--- config.mk ---
export PLATFORM = sky130hd
export DESIGN_NAME = serial_adder
export DESIGN_NICKNAME = d
export VERILOG_FILES = /design/src/rtl/serial_adder.sv
export SDC_FILE = /design/constraint.sdc
export NUM_CORES = 1
export LEC_CHECK = 0
export CAP_MARGIN = 20
export CORE_AREA = 3 3 70 72
export DETAILED_ROUTE_END_ITERATION = 12
export DIE_AREA = 0 0 73 75
export SLEW_MARGIN = 20
export SYNTH_ARGS = -nofsm -noshare
export SYNTH_HDL_FRONTEND = slang
export SYNTH_SLANG_ARGS = --single-unit
--- constraint.sdc ---
create_clock -name clk -period 1.4 [get_ports clk]
set_input_delay 0.35 -clock clk [delete_from_list [all_inputs] [get_ports clk]]
set_output_delay 0.35 -clock clk [all_outputs]
set_load 0.02 [all_outputs]
--- src/rtl/serial_adder.sv ---
// Bit-serial unsigned adder: one full-add per clock, LSB first, with a registered
// carry between bit positions and a start/busy/done handshake.
module serial_adder #(
  parameter int WIDTH = 8
) (
  input  logic             clk,
  input  logic             rst_n,
  input  logic             start,
  input  logic [WIDTH-1:0] a,
  input  logic [WIDTH-1:0] b,
  output logic             busy,
  output logic             done,
  output logic [WIDTH-1:0] sum,
  output logic             carry_out
);

  localparam int CW = $clog2(WIDTH);
  localparam logic [CW-1:0] LAST = CW'(WIDTH - 1);

  typedef enum logic [1:0] {
    IDLE  = 2'd0,
    SHIFT = 2'd1,
    DONE  = 2'd2
  } state_t;

  state_t           r_state;
  state_t           w_next;
  logic [WIDTH-1:0] r_a;
  logic [WIDTH-1:0] r_b;
  logic [WIDTH-1:0] r_sum;
  logic             r_c;
  logic             r_cout;
  logic [CW-1:0]    r_cnt;
  logic [1:0]       w_ha0;
  logic [1:0]       w_ha1;
  logic             w_s;
  logic             w_c;
  logic             w_last;

  // Returns {carry, sum}.
  function automatic logic [1:0] half_add(input logic x, input logic y);
    return {x & y, x ^ y};
  endfunction

  always_comb begin
    w_ha0  = half_add(r_a[0], r_b[0]);
    w_ha1  = half_add(w_ha0[0], r_c);
    w_s    = w_ha1[0];
    w_c    = w_ha0[1] | w_ha1[1];
    w_last = (r_cnt == LAST);
  end

  always_ff @(posedge clk or negedge rst_n) begin
    if (!rst_n) r_state <= IDLE;
    else        r_state <= w_next;
  end

  always_comb begin
    w_next = r_state;
    case (r_state)
      IDLE:    if (start) w_next = SHIFT;
      SHIFT:   if (w_last) w_next = DONE;
      DONE:    w_next = IDLE;
      default: w_next = IDLE;
    endcase
  end

  // The counter stops at the last bit so it never wraps inside one addition.
  always_ff @(posedge clk or negedge rst_n) begin
    if (!rst_n) begin
      r_a    <= '0;
      r_b    <= '0;
      r_sum  <= '0;
      r_c    <= 1'b0;
      r_cout <= 1'b0;
      r_cnt  <= '0;
    end else begin
      case (r_state)
        IDLE: begin
          if (start) begin
            r_a   <= a;
            r_b   <= b;
            r_c   <= 1'b0;
            r_cnt <= '0;
          end
        end
        SHIFT: begin
          r_a   <= r_a >> 1;
          r_b   <= r_b >> 1;
          r_sum <= {w_s, r_sum[WIDTH-1:1]};
          r_c   <= w_c;
          if (w_last) r_cout <= w_c;
          else        r_cnt  <= r_cnt + CW'(1);
        end
        default: ;
      endcase
    end
  end

  assign busy      = (r_state != IDLE);
  assign done      = (r_state == DONE);
  assign sum       = r_sum;
  assign carry_out = r_cout;

endmodule

==> results of run 1 <==
-- cell type report --
cell class | instances | area [sq um] | share of cell area [%]
inverter | 2 | 7.51 | 0.377
clock buffer | 7 | 96.3 | 4.84
sequential | 31 | 776 | 39.0
multi-input combinational | 105 | 646 | 32.4
timing repair buffer | 42 | 393 | 19.7
clock inverter | 1 | 7.51 | 0.377
tap | 52 | 65.1 | 3.27
-- sequential cells by signal, summed over array words and instances (netlist names) --
name and cells:
sum 8, r_state 2, carry_out 1, r_c 1
r_a 8, r_cnt 3, r_b 8
-- how the worst max path moves through the flow --
| stage | startpoint | to | slack (ns) |
|---|---|---|---|
| after global routing | r_state[1]$_DFFE_PN0P_ | busy | -0.04 |
| after global placement | start | r_cnt[1]$_DFFE_PN0P_ | -0.15 |
| final | r_state[1]$_DFFE_PN0P_ | busy | -0.004 |
| after floorplan | r_state[0]$_DFFE_PN0P_ | busy | 0.06 |
| after CTS | r_state[0]$_DFFE_PN0P_ | busy | -0.09 |
| after detailed placement | start | r_cnt[2]$_DFFE_PN0P_ | -0.21 |
-- metal layers --
layer / global-route usage [%] / part of all wire [%] / routed length (microns)
met3: 4.01 / 5.1 / 172
met5: 0 / 0 / 0
met1: 18.8 / 45 / 1520
met4: 4.51 / 2.0 / 67
met2: 21.8 / 48 / 1630
-- kinds of logic (layout without fill, tap and decap cells) --
group,after synthesis,after routing
simple gates,70,70
flops,31,31
compound gates,29,29
buf+inv,14,52
fa+ha+maj,3,3
mux,3,3
-- layout by cell type (no fill, tap or decap), drive strengths merged --
cell type,synthesis,layout
o32ai,5,5
nand2,27,27
o21ai,4,4
o22ai,14,14
or2,2,2
nor2b,2,2
a22o,6,6
ha,2,2
nor3,27,27
nand2b,2,2
fa,1,1
mux2i,1,1
clkbuf,0,7
dlygate4sd2,0,9
mux2,2,2
nor2,10,10
dfrtp,31,31
clkinvlp,0,1
clkdlybuf4s50,0,18
inv,2,2
buf,12,15
-- what timing repair did --
action                                  4_1_cts  5_1_grt
endpoints found under the setup margin       17       19
gates resized for setup                      20        6
setup buffers                                 0        1
pin swaps                                     0        2
-- power groups by stage --
stage               combinational [mW]  clock [mW]  sequential, mW
floorplan                         1.17           0            1.73
global placement                  1.84           0            1.62
detailed placement                1.92           0            1.65
CTS                               1.84       0.805            1.63
global route                      2.12       0.858            1.69
finish                            1.87       0.779            1.64
-- per-stage QoR --
step                setup TNS (ns)  utilization (%)
global placement             -2.11             42.9
global route               -0.0470             45.7
CTS                        -0.0864             45.0
finish                    -0.00421             45.7
floorplan                        0                -
detailed placement           -2.70             42.9
==> results by group, run 1 <==
Logic synthesis
  – Synthesized area: 1500 sq um
  – Seq cells post-synth: 31
  – Largest family of logic cells by synthesized area: simple AND/OR/NAND/NOR gates
  – Synth cell types: 25
  – Register area share after synthesis: 51.7%
  – Post-synth top cells: dfrtp_1, nor3_1, nand2_1, o22ai_1, nor2_1
  – Simple-gate share of the synthesized area: 22.4%
  – EDFF count, synth: 0
  – Top-count cell post-synth: dfrtp_1
  – Cells after Synth: 150
  – Top-area cell type share of the netlist area: 51.7%
  – Fraction of registers with async set/reset: 100%
  – Warnings, synthesis: 0
  – Compound-Gate Fraction of Synth Area: 14.1%
  – Post-synthesis mux area share: between 2 and 2.5%
  – Top_reg_cell synth: dfrtp_1
  – Post-synthesis adder-cell area fraction: 3.00%
  – Post-synth top area cell: dfrtp_1
  – Syn_nets: 172
  – Mapped Avg Cell Area: 10.0 sq um
  – Largest cells by area after synthesis: dfrtp_1, nor3_1, nand2_1
  – Post-Synth XOR/XNOR Area: 0%

Floorplanning
  – Starting Density: 34.5%
  – Core area: 4350 sq um
  – Rows: 24
  – Area of the die: 5480 sq um
  – Die height: 75 microns
  – I/O Pins: 30
  – Die width: 73 microns

Critical path
  – Crit-path cells: or2_4, buf_6
  – Cell depth of the worst flop-to-flop path: 2
  – CP top delay family: flip-flops
  – Critical Path End Type: output pin
  – Setup CP Type: flip-flop to output pin
  – Max incr delay on CP: approximately 0.4 ns
  – Req. time, crit path: 1.05 ns
  – Buf+Inv Stages, Crit Path: 1
  – R2R Setup Slk: around 0.07 ns
  – Reg2reg end: carry_out$_DFFE_PN0P_
  – Critical Path Slowest Stage Cell: dfrtp_1
  – Worst path depth: 2
  – R2R Path Start: r_a[0]$_DFFE_PN0P_
  – Worst Path Max Fanout: 3
  – Arr. time, crit path: about 1.1 ns
  – Critical Path Source Type: flip-flop

Timing
  – Slew Viols, Final: 0
  – # setup viols final: 1
  – Hold Vio Cnt, Final: 0
  – Clk_skew: around 0.010 ns
  – Hold slack final: between 0.4 and 0.5 ns
  – Setup WS post-layout: -0.00421 ns
  – Worst Tran Pin Value: around 0.25 ns
  – Relative slew slack: 83.3%
  – Period utilization: 100%
  – Minimum clock period: 1.40 ns
  – RSZ-0062 raised after global routing: yes
  – Max Freq: 712 MHz

Clock network
  – CTS hold repair buffers: 0
  – CTS H-tree depth: 2
  – Total CTS buffers: 5
  – Root Buffer: clkbuf_8
  – Clock slew at reported path FFs: 0.07 ns
  – Clock tree buffer depth: 2
  – CTS tree: built
  – Clk Latency, worst-skew pair: 0.28 ns
  – CTS Sinks: 31

Worst hold path
  – HP Class: input pin to async pin

Final layout
  – Layout Cells excl Fill: 240
  – Area growth syn-to-layout: 32.6%
  – ANT cells: 0
  – Cell area after layout: 1990 sq um
  – Fillers: 417
  – Layout Nets: 209
  – Share of layout cells above drive strength 1: 18.1%

Pwr
  – Reg power frac: 38.2%
  – Switching Fraction: 37.9%
  – Power density over cell area: 2150 nW/um^2
  – Worst VDD drop: 0.000959 V
  – Psw: 1.62 mW
  – Total power: between 4 and 5 mW
  – Cell Int Power: 2.66 mW
  – Comb pwr share: 43.6%
  – Clk network pwr share: 18.2%
  – P_leak: 0.884 nW

GRT
  – First-pass GRT wire length: around 6000 microns
  – Pin count of the biggest net entering global routing: 34
  – Total grt overflow: 0
  – Initial antenna violation count: 0
  – GRT Total Usage: 14.0%
  – Vias in the first global route: 1270

Run
  – Number of max-cap violations: 0

Placed design
  – IO buf count: 29
  – Dpl cells: 231
  – Pre-CTS setup slack: -0.207 ns
  – DP HPWL: 2380 microns
  – Final estimated routing congestion in global placement: ~0.74
  – Placed inst area: 1870 sq um

Outcome
  – Failing checks: negative setup slack
  – Outcome: finished with violations

Drt
  – Final wirelength: ~3400 microns
  – Wire per inst: 14.1 microns
  – DRT iter0 DRCs: 90
  – Via density: 5.25
  – Drt pass-1 iters: 4
  – Vias: 1261
  – ANT nets after route: 0
  – Post-route DRC: 0
No activity file was read; power rests on OpenSTA's default activity.
==> inputs of run 2 (changes only) <==
--- a/config.mk
+++ b/config.mk
@@ -6,9 +6,11 @@
 export NUM_CORES = 1
 export LEC_CHECK = 0
 export CAP_MARGIN = 20
-export CORE_AREA = 3 3 70 72
+export CORE_AREA = 2 2 61 63
+export CTS_CLUSTER_SIZE = 24
 export DETAILED_ROUTE_END_ITERATION = 12
-export DIE_AREA = 0 0 73 75
+export DIE_AREA = 0 0 63 65
+export PLACE_DENSITY = 0.72
 export SLEW_MARGIN = 20
 export SYNTH_ARGS = -nofsm -noshare
 export SYNTH_HDL_FRONTEND = slang
==> run 2 against run 1 <==
The flow still finishes with violations (negative setup slack); cell count fell by 0.83%; count of clock-buffer cells in the layout up 1; clock skew fell by 0.0051 ns; via count up 2.3%; critical path depth stayed put; die area fell by 25%; first-iteration DRC count up 34%; cell area grew 0.25%; worst hold slack lost 0.071 ns; largest power group unchanged; combinational power grew 5%; non-clock buffer count rose by 2.
==> results by group, run 2 (synthesized netlist as in run 1, its figures left out) <==
Outcome
  – Outcome: finished with violations
  – Failing checks: negative setup slack

Clock network
  – Clock slew at reported path FFs: 0.09 ns (+0.02 ns)
  – Clk Latency, worst-skew pair: 0.34 ns (+0.06 ns)
  – Clock tree buffer depth: 2 (unchanged)
  – CTS Sinks: 31 (unchanged)
  – CTS H-tree depth: 2 (unchanged)
  – Total CTS buffers: 5 (unchanged)
  – CTS tree: built
  – CTS hold repair buffers: 0 (unchanged)
  – Root Buffer: clkbuf_4

GRT
  – First-pass GRT wire length: 5670 microns (-5.3%)
  – Vias in the first global route: 1305 (+2.8%)
  – Pin count of the biggest net entering global routing: 34 (unchanged)
  – GRT Total Usage: 18.1% (+4.1 points)
  – Total grt overflow: 0 (unchanged)
  – Initial antenna violation count: 0 (unchanged)

Critical path
  – Worst path depth: 2 (unchanged)
  – R2R Path Start: r_state[0]$_DFFE_PN0P_
  – R2R Setup Slk: 0.01 ns (-0.06 ns)
  – CP top delay family: flip-flops
  – Max incr delay on CP: 0.42 ns (+0.02 ns)
  – Crit-path cells: or2_4, buf_6
  – Critical Path Source Type: flip-flop
  – Buf+Inv Stages, Crit Path: 1 (unchanged)
  – Req. time, crit path: 1.05 ns (about the same)
  – Cell depth of the worst flop-to-flop path: 4 (+2)
  – Critical Path End Type: output pin
  – Reg2reg end: r_cnt[2]$_DFFE_PN0P_
  – Setup CP Type: flip-flop to output pin
  – Critical Path Slowest Stage Cell: dfrtp_1
  – Worst Path Max Fanout: 3 (unchanged)
  – Arr. time, crit path: 1.12 ns (+0.07 ns)

Timing
  – Slew Viols, Final: 0 (unchanged)
  – Relative slew slack: 75.9% (-7.4 points)
  – RSZ-0062 raised after global routing: yes
  – Minimum clock period: 1.47 ns (+0.0631 ns)
  – Worst Tran Pin Value: 0.361 ns (+0.110 ns)
  – Setup WS post-layout: -0.0673 ns (-0.0631 ns)
  – Clk_skew: 0.00527 ns (-0.00509 ns)
  – Hold Vio Cnt, Final: 0 (unchanged)
  – Max Freq: 682 MHz (-4.3%)
  – # setup viols final: 2 (+1)
  – Period utilization: 105% (+4.5 points)
  – Fin Setup TNS: -0.110 ns (-0.105 ns)
  – Hold slack final: 0.360 ns (-0.0710 ns)

Placed design
  – DP HPWL: 2190 microns (-8.1%)
  – Pre-CTS setup slack: -0.202 ns (+0.00509 ns)
  – Final estimated routing congestion in global placement: 0.746 (+0.70%)
  – IO buf count: 29 (unchanged)
  – Placed inst area: 1850 sq um (-0.67%)
  – Dpl cells: 226 (-2.2%)

Floorplanning
  – Core area: 3500 sq um (-20%)
  – I/O Pins: 30 (unchanged)
  – Die width: 63 microns (-14%)
  – Area of the die: 4100 sq um (-25%)
  – Starting Density: 42.9% (+8.5 points)
  – Die height: 65 microns (-13%)
  – Rows: 22 (-8.3%)

Final layout
  – Final core occ: 57.1% (+11 points)
  – ANT cells: 0 (unchanged)
  – Area growth syn-to-layout: 32.9%
  – FF/Latch Area: 776 sq um (unchanged)
  – Commonest non-fill, non-tap cells in the layout: dfrtp_1, nor3_1, nand2_1
  – Share of layout cells above drive strength 1: 26.8% (+8.8 points)
  – Fillers: 314 (-25%)
  – Cell area after layout: 2000 sq um (+0.25%)
  – Multi-input gate area: 693 sq um (+7.4%)
  – Layout Nets: 211 (+0.96%)
  – Layout Cells excl Fill: 238 (-0.83%)
  – Commonest non-fill, non-tap cell in the layout: dfrtp_1

Drt
  – DRT iter0 DRCs: 121 (+34%)
  – Post-route DRC: 0 (unchanged)
  – Vias: 1290 (+2.3%)
  – ANT nets after route: 0 (unchanged)
  – Drt pass-1 iters: 4 (unchanged)
  – Wire per inst: 14.1 microns (-0.56%)
  – Via density: 5.42 (+3.2%)
  – Final wirelength: 3350 microns (-1.4%)

Pwr
  – Total power: 4.22 mW (-1.5%)
  – Worst VDD drop: 0.00101 V (+4.8%)
  – Power density over cell area: 2110 nW/um^2 (-1.7%)
  – P_leak: 0.883 nW (about the same)

Run
  – Number of max-cap violations: 0 (unchanged)

Worst hold path
  – HP Class: input pin to async pin
-- run 2: cell count changes in the layout (fill, tap and decap cells not counted), sizes merged --
cell         before  now
clkbuf            7   17
dlygate4sd2       9    0
buf              15   17
clkinvlp          1    0
-- run 2: cell type report --
cell class	count	share of cell area, %
well taps	48	3.01
repair buffers	44	19.4
clock buffers	8	3.45
flip-flops and latches	31	38.9
multi-input cells	105	34.7
inverters	2	0.502
-- run 2: power by group --
part | total, mW | switching [mW] | internal [mW]
combinational | 1.97 | 1.03 | 0.939
sequential | 1.65 | 0.333 | 1.32
clock | 0.603 | 0.308 | 0.295
total | 4.22 | 1.67 | 2.55
-- run 2: worst max path at each step --
| stage | slack, ns | start | end |
|---|---|---|---|
| 6_report | -0.07 | r_state[1]$_DFFE_PN0P_ | busy |
| 5_1_grt | -0.12 | r_state[1]$_DFFE_PN0P_ | busy |
| 4_1_cts | -0.13 | r_state[0]$_DFFE_PN0P_ | busy |
| 3_5_place_dp | -0.20 | start | r_cnt[2]$_DFFE_PN0P_ |
| 3_3_place_gp | -0.15 | start | r_cnt[0]$_DFFE_PN0P_ |
| 2_1_floorplan | 0.06 | r_state[0]$_DFFE_PN0P_ | busy |
-- run 2: what timing repair did --
action                                  CTS  global route
pin swaps                                 0             1
endpoints found under the setup margin   17            33
hold endpoints to repair                  0             0
gates resized for setup                  28            30
buffers inserted                          2             2
-- run 2: per-layer routing --
layer	track usage (%)	share of wire, %	up-vias
met4	9.17	2.1	0
met2	28.6	51	44
met1	21.7	41	625
met5	0	0	-
met3	6.77	5.0	11
li1	-	-	610
==> inputs of run 3 (changes only) <==
--- a/config.mk
+++ b/config.mk
@@ -5,12 +5,12 @@
 export SDC_FILE = /design/constraint.sdc
 export NUM_CORES = 1
 export LEC_CHECK = 0
-export CAP_MARGIN = 20
-export CORE_AREA = 2 2 61 63
+export CAP_MARGIN = 10
+export CORE_AREA = 5 5 65 67
 export CTS_CLUSTER_SIZE = 24
 export DETAILED_ROUTE_END_ITERATION = 12
-export DIE_AREA = 0 0 63 65
-export PLACE_DENSITY = 0.72
+export DIE_AREA = 0 0 70 72
+export PLACE_DENSITY = 0.7
 export SLEW_MARGIN = 20
 export SYNTH_ARGS = -nofsm -noshare
 export SYNTH_HDL_FRONTEND = slang
==> run 3 against run 2 <==
Count of clock-buffer cells in the layout down 1; routed wire length up 2.9%; largest power group unchanged; first-iteration DRC count down 41%; clock skew about the same; register-to-register slack worse by 0.02 ns; the flow still finishes with violations (negative setup slack); largest cell class unchanged; via count down 0.70%; critical endpoint unchanged; critical path type unchanged.
==> results by group, run 3 (synthesized netlist as in run 1, its figures left out) <==
Final layout
  – Fillers: 331 (+5.4%)
  – Commonest non-fill, non-tap cells in the layout: dfrtp_1, nor3_1, nand2_1
  – Area growth syn-to-layout: 28.7%
  – FF/Latch Area: 776 sq um (unchanged)
  – Cell area after layout: 1930 sq um (-3.2%)
  – Commonest non-fill, non-tap cell in the layout: dfrtp_1
  – Share of layout cells above drive strength 1: 23.4% (-3.4 points)
  – Layout Nets: 209 (-0.95%)
  – ANT cells: 0 (unchanged)
  – Layout Cells excl Fill: 236 (-0.84%)
  – Multi-input gate area: 667 sq um (-3.8%)

Timing
  – # setup viols final: 3 (+1)
  – Period utilization: 104% (-1.1 points)
  – Clk_skew: 0.00517 ns (-0.0000953 ns)
  – Hold Vio Cnt, Final: 0 (unchanged)
  – Relative slew slack: 77.2% (+1.3 points)
  – RSZ-0062 raised after global routing: yes
  – Slew Viols, Final: 0 (unchanged)
  – Minimum clock period: 1.45 ns (-0.0160 ns)
  – Worst Tran Pin Value: 0.342 ns (-0.0191 ns)
  – Setup WS post-layout: -0.0513 ns (+0.0160 ns)
  – Max Freq: 689 MHz (+1.1%)
  – Hold slack final: 0.380 ns (+0.0208 ns)

Drt
  – DRT iter0 DRCs: 71 (-41%)
  – Final wirelength: 3440 microns (+2.9%)
  – Via density: 5.43 (+0.14%)
  – ANT nets after route: 0 (unchanged)
  – Vias: 1281 (-0.70%)
  – Post-route DRC: 0 (unchanged)
  – Wire per inst: 14.6 microns (+3.8%)
  – Drt pass-1 iters: 4 (unchanged)

Critical path
  – Setup CP Type: flip-flop to output pin
  – Critical Path Slowest Stage Cell: dfrtp_1
  – Req. time, crit path: 1.05 ns (about the same)
  – Crit-path cells: or2_4, buf_6
  – Critical Path End Type: output pin
  – Critical Path Source Type: flip-flop
  – Max incr delay on CP: 0.40 ns (-0.02 ns)
  – Arr. time, crit path: 1.10 ns (-0.02 ns)
  – Worst Path Max Fanout: 2 (-1)
  – Buf+Inv Stages, Crit Path: 1 (unchanged)
  – CP top delay family: flip-flops

Floorplanning
  – Area of the die: 5040 sq um (+23%)
  – Starting Density: 42.0% (-0.99 points)
  – Core area: 3580 sq um (+2.4%)
  – I/O Pins: 30 (unchanged)
  – Die height: 72 microns (+11%)
  – Die width: 70 microns (+11%)
  – Rows: 22 (unchanged)

Outcome
  – Outcome: finished with violations
  – Failing checks: negative setup slack

Placed design
  – DP HPWL: 2330 microns (+6.3%)
  – Final estimated routing congestion in global placement: 0.804 (+7.8%)
  – IO buf count: 29 (unchanged)
  – Placed inst area: 1850 sq um (-0.41%)
  – Dpl cells: 225 (-0.44%)

Clock network
  – CTS Sinks: 31 (unchanged)
  – Total CTS buffers: 5 (unchanged)
  – Root Buffer: clkbuf_4
  – CTS hold repair buffers: 0 (unchanged)
  – Clk Latency, worst-skew pair: 0.33 ns (about the same)
  – Clock slew at reported path FFs: 0.09 ns (about the same)
  – Clock tree buffer depth: 2 (unchanged)
  – CTS tree: built
  – CTS H-tree depth: 2 (unchanged)

Worst hold path
  – HP Class: input pin to async pin

GRT
  – Initial antenna violation count: 0 (unchanged)
  – Pin count of the biggest net entering global routing: 34 (unchanged)
  – GRT Total Usage: 14.1% (-4.0 points)
  – First-pass GRT wire length: 5660 microns (-0.23%)
  – Vias in the first global route: 1296 (-0.69%)
  – Total grt overflow: 0 (unchanged)

Run
  – Number of max-cap violations: 0 (unchanged)

Pwr
  – Total power: 4.11 mW (-2.5%)
  – Power density over cell area: 2130 nW/um^2 (+0.68%)
  – Worst VDD drop: 0.00100 V (-0.57%)
  – P_leak: 0.858 nW (-2.8%)
## run 3: cell types whose count changed in the layout (fill, tap and decap cells not counted), moves of 2 or more
cell      delta
o32ai_2      -3
buf_6        -3
clkbuf_8     -2
o22ai_1      -3
o22ai_2      +3
o32ai_1      +3
## run 3: path summary, 6_finish.rpt
| check | start | end | slack, ns | cells past startpoint |
|---|---|---|---|---|
| worst min register to register | sum[0]$_DFFE_PN0P_ | sum[0]$_DFFE_PN0P_ | 0.49 | 2 |
| max in group asynchronous | rst_n | sum[1]$_DFFE_PN0P_ | 0.85 | 2 |
| worst max-delay path | r_state[1]$_DFFE_PN0P_ | busy | -0.05 | 2 |
| worst min-delay path | rst_n | sum[7]$_DFFE_PN0P_ | 0.38 | 2 |
| worst max register to register | r_state[0]$_DFFE_PN0P_ | r_cnt[0]$_DFFE_PN0P_ | -0.01 | 4 |
| min in group clk | sum[0]$_DFFE_PN0P_ | sum[0]$_DFFE_PN0P_ | 0.49 | 2 |
## run 3: per-stage QoR
step	TNS [ns]	worst slack [ns]	util, %
2_1_floorplan	0	0.0617	-
3_3_place_gp	-2.27	-0.164	51.6
3_5_place_dp	-3.59	-0.257	51.6
4_1_cts	-0.153	-0.153	53.1
5_1_grt	-0.611	-0.101	54.0
6_report	-0.0993	-0.0513	54.0
## run 3: worst register-to-register path, cell delays in order (launching register included)
cell	delay (ns)
dfrtp_1	0.39
buf_4	0.34
or2_4	0.25
nand2_4	0.07
a22o_1	0.25
## run 3: where the power goes
| part | internal (mW) | switching [mW] | leakage [nW] |
|---|---|---|---|
| clock | 0.195 | 0.300 | 0.0293 |
| combinational | 0.941 | 1.03 | 0.452 |
| sequential | 1.32 | 0.329 | 0.376 |
## run 3: layout make-up
type / count / share of cell area, %
inverter: 2 / 0.389
sequential: 31 / 40.2
tap: 48 / 3.11
multi-input combinational: 105 / 34.5
timing repair buffer: 42 / 19.2
clock buffer: 7 / 2.33
clock inverter: 1 / 0.259
## run 3: what timing repair did
| action | CTS | global route |
|---|---|---|
| pin swaps | 0 | 1 |
| setup endpoints to repair | 21 | 18 |
| endpoints found under the hold margin | 0 | 0 |
| gates resized for setup | 27 | 22 |
| setup buffers | 1 | 2 |
| gates cloned | 0 | 0 |
## run 3: routing by layer
layer / up-vias / GRT usage [%] / routed length, microns
met5: - / 0 / 0
met4: 0 / 7.45 / 104
met3: 12 / 4.43 / 225
met2: 38 / 23.0 / 1660
met1: 624 / 16.7 / 1450
li1: 607 / - / -
